`src/rtl/writeback_arbiter.sv`:
```
// Writeback stage: merges in-order pipeline results and FIFO-buffered multdiv
// results onto the single register-file write port, with a pending-result scoreboard.
module writeback_arbiter #(
  parameter int unsigned DEPTH = 4,
  parameter int unsigned CNT_W = 3
) (
  input  logic              clock,
  input  logic              ctrl_reset_n,
  input  logic              wb_valid,
  input  logic [4:0]        wb_reg,
  input  logic [31:0]       wb_data,
  input  logic              md_issue_valid,
  input  logic [4:0]        md_issue_reg,
  input  logic              md_valid,
  input  logic [4:0]        md_reg,
  input  logic [31:0]       md_data,
  output logic              md_ready,
  output logic              ctrl_writeEnable,
  output logic [4:0]        ctrl_writeReg,
  output logic [31:0]       data_writeReg,
  output logic [31:0]       busy,
  output logic [CNT_W-1:0]  q_count,
  output logic              err_flag
);

  localparam int unsigned PTR_W = (DEPTH > 1) ? $clog2(DEPTH) : 1;

  logic [4:0]       q_reg  [DEPTH];
  logic [31:0]      q_data [DEPTH];
  logic [PTR_W-1:0] wr_ptr;
  logic [PTR_W-1:0] rd_ptr;

  logic             wb_take;
  logic             push;
  logic             pop;
  logic [4:0]       head_reg;
  logic [31:0]      head_data;
  logic [CNT_W-1:0] count_nxt;
  logic [31:0]      set_mask;
  logic [31:0]      clr_mask;
  logic [31:0]      busy_nxt;
  logic             err_nxt;
  logic             we_nxt;
  logic [4:0]       wreg_nxt;
  logic [31:0]      wdata_nxt;

  // Port selection, FIFO bookkeeping, scoreboard and error detection.
  always_comb begin
    wb_take   = wb_valid & (wb_reg != 5'd0);
    push      = md_valid & md_ready;
    pop       = (q_count != '0) & ~wb_take;
    head_reg  = q_reg[rd_ptr];
    head_data = q_data[rd_ptr];

    count_nxt = q_count;
    if (push && !pop)      count_nxt = q_count + CNT_W'(1);
    else if (pop && !push) count_nxt = q_count - CNT_W'(1);

    set_mask = '0;
    if (md_issue_valid && (md_issue_reg != 5'd0)) set_mask = 32'(1) << md_issue_reg;
    clr_mask = '0;
    if (pop) clr_mask = 32'(1) << head_reg;
    // A set and a clear of the same register in one cycle leaves it busy.
    busy_nxt = (busy & ~clr_mask) | set_mask;

    err_nxt = err_flag
            | (md_issue_valid & (md_issue_reg != 5'd0) & busy[md_issue_reg])
            | (wb_take & busy[wb_reg])
            | (push & ~busy[md_reg]);

    we_nxt    = 1'b0;
    wreg_nxt  = ctrl_writeReg;
    wdata_nxt = data_writeReg;
    if (wb_take) begin
      we_nxt    = 1'b1;
      wreg_nxt  = wb_reg;
      wdata_nxt = wb_data;
    end else if (pop) begin
      we_nxt    = (head_reg != 5'd0);
      wreg_nxt  = head_reg;
      wdata_nxt = head_data;
    end
  end

  always_ff @(posedge clock or negedge ctrl_reset_n) begin
    if (!ctrl_reset_n) begin
      wr_ptr           <= '0;
      rd_ptr           <= '0;
      q_count          <= '0;
      md_ready         <= 1'b1;
      busy             <= '0;
      err_flag         <= 1'b0;
      ctrl_writeEnable <= 1'b0;
      ctrl_writeReg    <= '0;
      data_writeReg    <= '0;
    end else begin
      if (push) wr_ptr <= wr_ptr + PTR_W'(1);
      if (pop)  rd_ptr <= rd_ptr + PTR_W'(1);
      q_count          <= count_nxt;
      md_ready         <= (count_nxt < CNT_W'(DEPTH));
      busy             <= busy_nxt;
      err_flag         <= err_nxt;
      ctrl_writeEnable <= we_nxt;
      ctrl_writeReg    <= wreg_nxt;
      data_writeReg    <= wdata_nxt;
    end
  end

  // FIFO storage needs no reset; pointers and count define what is valid.
  always_ff @(posedge clock) begin
    if (push) begin
      q_reg[wr_ptr]  <= md_reg;
      q_data[wr_ptr] <= md_data;
    end
  end

endmodule
```
`config.mk`:
```
export PLATFORM = sky130hd
export DESIGN_NAME = writeback_arbiter
export DESIGN_NICKNAME = d
export VERILOG_FILES = /design/src/rtl/writeback_arbiter.sv
export SDC_FILE = /design/constraint.sdc
export NUM_CORES = 1
export LEC_CHECK = 0
export ABC_AREA = 1
export CORE_ASPECT_RATIO = 0.6
export CORE_MARGIN = 2
export CORE_UTILIZATION = 43
export DETAILED_ROUTE_END_ITERATION = 10
export GPL_ROUTABILITY_DRIVEN = 1
export PLACE_DENSITY = 0.66
export SKIP_LAST_GASP = 1
export SLEW_MARGIN = 20
export SYNTH_ARGS = -nofsm -noshare
export SYNTH_HDL_FRONTEND = slang
export SYNTH_SLANG_ARGS = --single-unit
export TNS_END_PERCENT = 10
```
`constraint.sdc`:
```
create_clock -name clock -period 3.15 [get_ports clock]
set_input_delay 0.945 -clock clock [delete_from_list [all_inputs] [get_ports clock]]
set_output_delay 0.945 -clock clock [all_outputs]
set_load 0.02 [all_outputs]
```
==> results_dict.tcl <==
set metrics [dict create \
    vias_per_cell 5.27 \
    cts.path.max_buffers 3 \
    die_h_um 125 \
    gr-usage-met1_pct 37.9 \
    grt_pass1_wl_mm 45.7 \
    register_area_um2 6420 \
    worstPathCellList "clkdlybuf4s50_1" \
    post_drt_wl_per_cell_um 18.6 \
    p_sw_share_pct 39.5 \
    finalPower_uw 12600 \
    clkPwrFrac_pct 23.1 \
    die_width_um 205 \
    skew_ps 12.6 \
    drtIter0Drc 776 \
    place_area_um2 12500 \
    pin_count 159 \
    ir_worst_vdd_mv 0.505 \
    timing.final.ws_setup_ps 546 \
    hp-class "in2async" \
    worst_setup_path_start_kind "flop" \
    grt_overflow_total 0 \
    antenna_found_initial 1 \
    max_slew_margin_pct 59.5 \
    drive_above_1_share_pct 7.87 \
    worst_skew_pair.late_latency_ps 540 \
    cts_buffers 23 \
    totalWireLength_mm 29.6 \
    nFillCells 2135 \
    port_buffers 158 \
    rows 44 \
    crit_fanout 2 \
    area_delta_synth_final_pct 26.8 \
    cp_top_family "buffers and inverters" \
    cts.clk_slew.worst_paths_ps 60 \
    cts-root-buf "clkbuf_16" \
    hpwl_mm 20.1 \
    seq_power_share_pct 36.0 \
    slew_viol_final 0 \
    crit_type "reg2out" \
    rsz0062_at_grt "false" \
    grt-busiest-layer "met1" \
    max_clock_freq_mhz 384 \
    initial_core_util_pct 43.5 \
    setup_tns_ps 0 \
    fin_crit_ps 2600 \
    final_antenna_net_count 0 \
    ys_types 38 \
    grtUsageTotal_pct 23.3 \
    cts_hold_buffers 0 \
    synth_top_area_share_pct 42.5 \
    grtUsageMet3_pct 6.15 \
    dp_slack_ps 154 \
    leakage_uw 0.00538 \
    ys_seq_area_share_pct 61.4 \
    syn_area_um2 10500 \
    cts_tree "yes" \
    slowest_stage "clkdlybuf4s50_1" \
    die_area_um2 25600 \
    first_pass_iters 5 \
    finalInstanceArea_um2 13300 \
    end_kind "output pin" \
    num_vias 8384 \
    required_ps 2200 \
    powerDensity_nw_per_um2 951 \
    multi_input_area_um2 3430 \
    diodes 0 \
    yosys_register_bits 227 \
    cts_num_sinks 227 \
    drc 0 \
    core_area_um2 24100 \
    p_int_uw 7640 \
    synthCells 1089 \
    grt_max_degree 52 \
    p_comb_share_pct 40.9 \
    cp.arrival_ps 1660 \
    status "finished, final reports clean" \
    critical-path-max-stage-delay_ps 600 \
    finalHoldViolCount 0 \
    top_register "q_data" \
    post-route-period-util_pct 82.7 \
    reg_top3 "q_data: 128 flops, busy: 32 flops, data_writeReg: 32 flops" \
    ys_warn_count 0 \
    grt_pass1_vias 7850 \
    power.switching_uw 4990 \
    postCtsSetupBuffers 0 \
    met2_usage_pct 30.8 \
    drv_cap 0 \
    cts_resized 0 \
    nNetsFinal 1347 \
    synthTopCellsByArea "edfxtp_1 42%, dfrtp_1 19%, nand2_1 12%, nand3_1 6.3%, nor2_1 3.5%" \
    yosys.area.top_type "edfxtp_1" \
    gp_congestion 0.942 \
    largest_reg_flops 128 \
    synth_nets 1182 \
    avgSynthCellArea_um2 9.61 \
    htreeDepth 1 \
    cp_num_buf_inv 1 \
    setup_viol 0 \
    worstMarginPinSlew_ps 603 \
]
cells by family after synthesis:
group	after synthesis	share of synthesized area, %
and+or+nand+nor	575	23.0
DFF	227	61.4
buffers and inverters	135	6.11
adders and majority gates	9	1.08
xor gates and xnor gates	2	0.167
AOI/OAI and AO/OA	141	8.30
power by group through the flow:
stage | Sequential, uW | Combinational, uW | Clock [uW]
5_1_grt | 4640 | 5630 | 3090
2_1_floorplan | 4990 | 2580 | 0
3_3_place_gp | 4600 | 5080 | 0
3_5_place_dp | 4600 | 5130 | 0
4_1_cts | 4550 | 5150 | 2960
6_report | 4550 | 5160 | 2920
Yosys cell counts:
library cell and instances:
nand2_1 332, edfxtp_1 148, nand3_1 132, nor2_1 98, dfrtp_1 78, inv_1 73
o21ai_0 53, a21oi_1 36, o22ai_1 22, buf_2 18, clkbuf_1 18, buf_6 9
ha_1 9, buf_4 7, o311ai_0 6, o31ai_1 6, inv_2 5, nor2_2 4
o211ai_1 4, o311ai_1 4, o221ai_1 3, a31oi_1 2, a32oi_4 2, clkinv_1 2
inv_4 2, nand2_4 2, nor2_4 2, xor2_1 2, a211o_1 1, a22oi_1 1
and2_4 1, buf_8 1, dfstp_2 1, nand2_2 1, nand4_4 1, nor2_8 1
nor3_1 1, o211ai_2 1
through the flow:
stage | utilization [%] | hold slack (ps) | std cells
after floorplan | - | 565 | 1089
after global placement | 51.8 | 466 | 1551
after detailed placement | 51.8 | 469 | 1551
after CTS | 55.2 | 366 | 1592
after global routing | 55.2 | 380 | 1592
final | 55.2 | 360 | 1592
worst paths after layout:
kind	cells past startpoint	to	slack, ps	start
min	1	data_writeReg[1]	360	ctrl_reset_n
max in group asynchronous	2	md_ready	2100	ctrl_reset_n
min in group clock	2	data_writeReg[27]	480	data_writeReg[27]
min reg2reg	2	data_writeReg[27]	480	data_writeReg[27]
max reg2reg	9	busy[16]	770	rd_ptr[0]
max	1	md_ready	550	md_ready
area by class of cell:
cell class | count | share of cell area (%)
Tap cell | 322 | 3.03
Clock buffer | 28 | 4.70
Multi-Input combinational cell | 727 | 25.9
Timing Repair Buffer | 193 | 14.3
Sequential cell | 227 | 48.4
Inverter | 82 | 2.36
Clock inverter | 13 | 1.39
placed cells by master (no fill, tap or decap), types with 5 or more instances in the layout:
cell type and count:
a21oi_1 36, buf_4 32, clkbuf_16 23, clkdlybuf4s50_1 157, clkinv_1 5, dfrtp_1 77
edfxtp_1 148, ha_1 9, inv_1 73, inv_2 5, nand2_1 332, nand3_1 132
nor2_1 94, nor2_4 6, o21ai_0 53, o22ai_1 22, o311ai_0 6, o31ai_1 6
metal layers:
layer	vias to the layer above	share of wire, %
met1	3937	48
li1	4011	-
met2	396	40
met3	38	11
met4	2	1.4
met5	-	0.044
worst register-to-register path, stage by stage, from the launching register on:
cell and delay [ps]:
dfrtp_2 700, inv_2 230, nand2_1 110, nand3_1 70, nand2_1 210, nand2_1 160
nor3_1 550, nand2_1 120, nand2_1 80, nand2_1 50
No activity file was read; power rests on OpenSTA's default activity.
